## config.mk

```make
export PLATFORM = sky130hd
export DESIGN_NAME = pci_cmd_ctrl
export DESIGN_NICKNAME = d
export VERILOG_FILES = /design/src/rtl/pci_pkg.sv /design/src/rtl/pci_cmd_decode.sv /design/src/rtl/pci_cmd_ctrl.sv
export SDC_FILE = /design/constraint.sdc
export NUM_CORES = 1
export LEC_CHECK = 0
export ABC_AREA = 1
export CAP_MARGIN = 20
export CORE_AREA = 3 3 40 42
export CTS_CLUSTER_SIZE = 12
export DETAILED_ROUTE_END_ITERATION = 6
export DIE_AREA = 0 0 43 45
export GPL_TIMING_DRIVEN = 0
export PLACE_DENSITY = 0.42
export SYNTH_ARGS = -nofsm -noshare
export SYNTH_HDL_FRONTEND = slang
export SYNTH_SLANG_ARGS = --single-unit
```

## constraint.sdc

```tcl
create_clock -name Clock -period 1.3 [get_ports Clock]
set_input_delay 0.26 -clock Clock [delete_from_list [all_inputs] [get_ports Clock]]
set_output_delay 0.26 -clock Clock [all_outputs]
set_load 0.02 [all_outputs]
```

## src/rtl/pci_pkg.sv

```systemverilog
// Shared definitions for the PCI target command controller: command codes,
// rw encoding, transaction phase enum and the command classifier.
package pci_pkg;

   localparam logic [3:0] CMD_MEM_READ      = 4'b0110;
   localparam logic [3:0] CMD_MEM_READ_MULT = 4'b1100;
   localparam logic [3:0] CMD_MEM_READ_LINE = 4'b1110;
   localparam logic [3:0] CMD_MEM_WRITE     = 4'b0111;
   localparam logic [3:0] CMD_MEM_WRITE_INV = 4'b1111;

   localparam logic [1:0] RW_NONE  = 2'b00;
   localparam logic [1:0] RW_READ  = 2'b01;
   localparam logic [1:0] RW_WRITE = 2'b10;

   typedef enum logic [1:0] {
      IDLE = 2'd0,
      ADDR = 2'd1,
      DATA = 2'd2
   } state_t;

   // Classify a C/BE# command code; the primary read/write codes are configurable.
   function automatic logic [1:0] decode_cmd(input logic [3:0] cmd,
                                             input logic [3:0] rd_cmd,
                                             input logic [3:0] wr_cmd);
      logic [1:0] res;
      if ((cmd == rd_cmd) || (cmd == CMD_MEM_READ_MULT) || (cmd == CMD_MEM_READ_LINE)) begin
         res = RW_READ;
      end else if ((cmd == wr_cmd) || (cmd == CMD_MEM_WRITE_INV)) begin
         res = RW_WRITE;
      end else begin
         res = RW_NONE;
      end
      return res;
   endfunction

endpackage

```

## src/rtl/pci_cmd_decode.sv

```systemverilog
// Combinational C/BE# command classifier: maps the address-phase command code
// onto the read/write/none rw encoding.
import pci_pkg::*;

module pci_cmd_decode #(
   parameter logic [3:0] RD_CMD = CMD_MEM_READ,
   parameter logic [3:0] WR_CMD = CMD_MEM_WRITE
) (
   input  logic [3:0] cbe,
   output logic [1:0] rw
);

   // Pure decode of the command code presented on C/BE#.
   always_comb begin
      rw = decode_cmd(cbe, RD_CMD, WR_CMD);
   end

endmodule

```

## src/rtl/pci_cmd_ctrl.sv

```systemverilog
// PCI target command/handshake controller: latches the bus command in the
// address phase, tracks IDLE/ADDR/DATA phases and drives storage enables.
import pci_pkg::*;

module pci_cmd_ctrl #(
   parameter logic [3:0] RD_CMD = CMD_MEM_READ,
   parameter logic [3:0] WR_CMD = CMD_MEM_WRITE
) (
   input  logic       Clock,
   input  logic       RST,
   input  logic       Frame,
   input  logic [3:0] CBE,
   input  logic       Irdy,
   input  logic       Devsel,
   output logic [1:0] rw,
   output logic       RE,
   output logic       WE,
   output logic       addr_ph,
   output logic       busy
);

   state_t     state_r;
   state_t     state_nxt_s;
   logic [1:0] rw_r;
   logic [1:0] rw_nxt_s;
   logic [1:0] cmd_rw_s;
   logic       beat_s;

   pci_cmd_decode #(
      .RD_CMD (RD_CMD),
      .WR_CMD (WR_CMD)
   ) u_decode (
      .cbe (CBE),
      .rw  (cmd_rw_s)
   );

   // Phase and command registers; RST aborts any transaction in flight.
   always_ff @(posedge Clock) begin
      if (RST) begin
         state_r <= IDLE;
         rw_r    <= RW_NONE;
      end else begin
         state_r <= state_nxt_s;
         rw_r    <= rw_nxt_s;
      end
   end

   // Next-phase logic. An unknown Frame in IDLE compares false and so
   // leaves the controller idle; C/BE# only matters on the IDLE->ADDR edge.
   always_comb begin
      state_nxt_s = state_r;
      rw_nxt_s    = rw_r;
      case (state_r)
         IDLE: begin
            if (Frame == 1'b0) begin
               state_nxt_s = ADDR;
               rw_nxt_s    = cmd_rw_s;
            end else begin
               state_nxt_s = IDLE;
            end
         end
         ADDR: begin
            state_nxt_s = DATA;
         end
         DATA: begin
            if (Frame == 1'b0) begin
               state_nxt_s = DATA;
            end else begin
               state_nxt_s = IDLE;
               rw_nxt_s    = RW_NONE;
            end
         end
         default: begin
            state_nxt_s = IDLE;
            rw_nxt_s    = RW_NONE;
         end
      endcase
   end

   // A data beat completes only when both sides are ready in DATA.
   always_comb begin
      beat_s  = (state_r == DATA) && (Devsel == 1'b0) && (Irdy == 1'b0);
      RE      = beat_s && (rw_r == RW_READ);
      WE      = beat_s && (rw_r == RW_WRITE);
      addr_ph = (state_r == ADDR);
      busy    = (state_r != IDLE);
      rw      = rw_r;
   end

endmodule

```

==> results_dict.tcl <==
set metrics [dict create \
    die_w_um 43 \
    ios 15 \
    cts_sinks 4 \
    syn2layout_area_growth_pct 88.0 \
    hold_viol 0 \
    outcome "finished, final reports clean" \
    place_inst 60 \
    die_h_um 45 \
    worst_slew_pin_slew_ns 0.209 \
    cts_hold_buf 0 \
    first_global_vias 234 \
    via_per_inst 3.94 \
    h-tree-depth 1 \
    critical_path_required_ns 1.04 \
    synth_fa_ha_area_frac 0 \
    clock-root-buffer "clkbuf_4" \
    fin_cells 63 \
    cp-end-kind "output pin" \
    synth_top_family_by_area "simple AND/OR/NAND/NOR gates" \
    grt_pass1_wl_um 959 \
    gp_congestion 0.642 \
    reg2reg_slack_ns 0.50 \
    crit_fanout 2 \
    total_power_uw 361 \
    avgSynthCellArea_um2 6.70 \
    synthMuxAreaShare 0 \
    fin_area_um2 390 \
    cts.path.max_buffers 2 \
    setup_viol 0 \
    rsz0062_at_grt "false" \
    cp.arrival_ns 0.97 \
    cts_tree "built" \
    drt_iter0_drc 3 \
    grt_max_degree 5 \
    setup_tns_ns 0 \
    cts.clk_slew.worst_paths_ns 0.04 \
    rows 13 \
    final_common_cell "nand2_1" \
    die_area_um2 1940 \
    yosysUniqueCellTypes 14 \
    synth-simple-area-share 0.386 \
    period_share 0.949 \
    cellLeakagePower_nw 0.167 \
    post_cts_buffers 0 \
    final_net_count 59 \
    wl_per_cell_um 8.83 \
    grt-ovfl-total 0 \
    hp-class "reg2reg" \
    insertion_delay_ns 0.23 \
    core-area_um2 1280 \
    drt_drc_violations_left 0 \
    io_buffers 14 \
    p_per_area_nw_per_um2 925 \
    synthesis.nets 40 \
    firstDrtPassIters 2 \
    crit_type "in2out" \
    synth-seq-cells 4 \
    holdWs_ns 0.478 \
    numCtsBuffers 3 \
    synthCells 31 \
    finClkSkew_ns 0.00591 \
    startpoint_type "input port" \
    max_slew_margin 0.861 \
    placed_area_um2 367 \
    syn_area_um2 208 \
    synth-xor-area-share 0 \
    antenna_found_initial 0 \
    layout_common_cells "nand2_1, clkdlybuf4s50_1, dlygate4sd2_1" \
    synth_compound_area_frac 0.139 \
    place.detailed.hpwl_um 477 \
    wirelength_um 556 \
    start_util 0.162 \
    fmax_mhz 810 \
    synth-seq-area-share 0.386 \
    antenna_cells 0 \
    via_count 248 \
    drive_above_1_share 0.375 \
    antenna_left 0 \
    grtUsageTotal 0.0725 \
    vdd_drop_max_mv 0.365 \
    drv_cap 0 \
    drv_slew 0 \
    post-route-min-period_ns 1.23 \
    yosys_warnings 0 \
]
## path summary, 6_finish.rpt
kind / start / endpoint / cells past startpoint
worst min-delay path: rw[1] / rw[1] / 2
worst min register to register: rw[1] / rw[1] / 2
worst max-delay path: Irdy / WE / 5
worst max register to register: state_r[0] / rw[1] / 5
## timing repair
action                                  CTS  global route
pin swaps                                 3             0
resized for setup                        22             5
endpoints found under the setup margin    6             3
## worst max-delay path, cell delays in order
cell,delay (ns)
dlygate4sd2_1,0.24
nor2_2,0.11
nand3_2,0.10
nor3_2,0.11
buf_4,0.16
## stage by stage
stage          setup WS (ns)   util
4_1_cts              -0.0120  0.291
3_3_place_gp          -0.567  0.285
5_1_grt              0.00450  0.304
3_5_place_dp          -0.603  0.285
2_1_floorplan         0.0231      -
6_report              0.0659  0.304
## state kept, by name (all words and copies together), names as in the netlist
signal,cells
rw,2
state_r,2
## power by group
group | leakage (nW) | internal (mW) | switching (mW)
Combinational | 0.120 | 0.0374 | 0.0364
Sequential | 0.0334 | 0.130 | 0.00597
Clock | 0.0138 | 0.103 | 0.0480
## synthesized netlist by cell type, drive strengths merged
master	instances	area, um^2
a21oi	3	15.0
inv	5	18.8
nand2	9	36.3
nor3	2	15.0
dfxtp	4	80.1
nand4	1	6.26
o21ai	2	13.8
nand3	1	5.00
nor2	4	17.5
## area by class of cell
cell class / instances / area (um^2)
well taps: 15 / 18.8
inverters: 5 / 18.8
repair buffers: 14 / 126
fillers: 147 / 895
multi-input cells: 22 / 121
flip-flops and latches: 4 / 82.6
clock buffers: 3 / 22.5
## kinds of logic (layout without fill, tap and decap cells)
logic type,count (synthesis),in the layout
AO/OA/AOI/OAI,5,5
buffers and inverters,5,22
flip-flops,4,4
AND/OR/NAND/NOR,17,17
## layer usage
| layer | wire length (um) | vias to the layer above | track usage |
|---|---|---|---|
| met2 | 282 | 9 | 0.0988 |
| li1 | - | 136 | - |
| met3 | 66 | 0 | 0.0598 |
| met5 | 0 | - | 0 |
| met4 | 0 | 0 | 0.0542 |
| met1 | 207 | 103 | 0.0725 |
No activity file was read; power rests on OpenSTA's default activity.
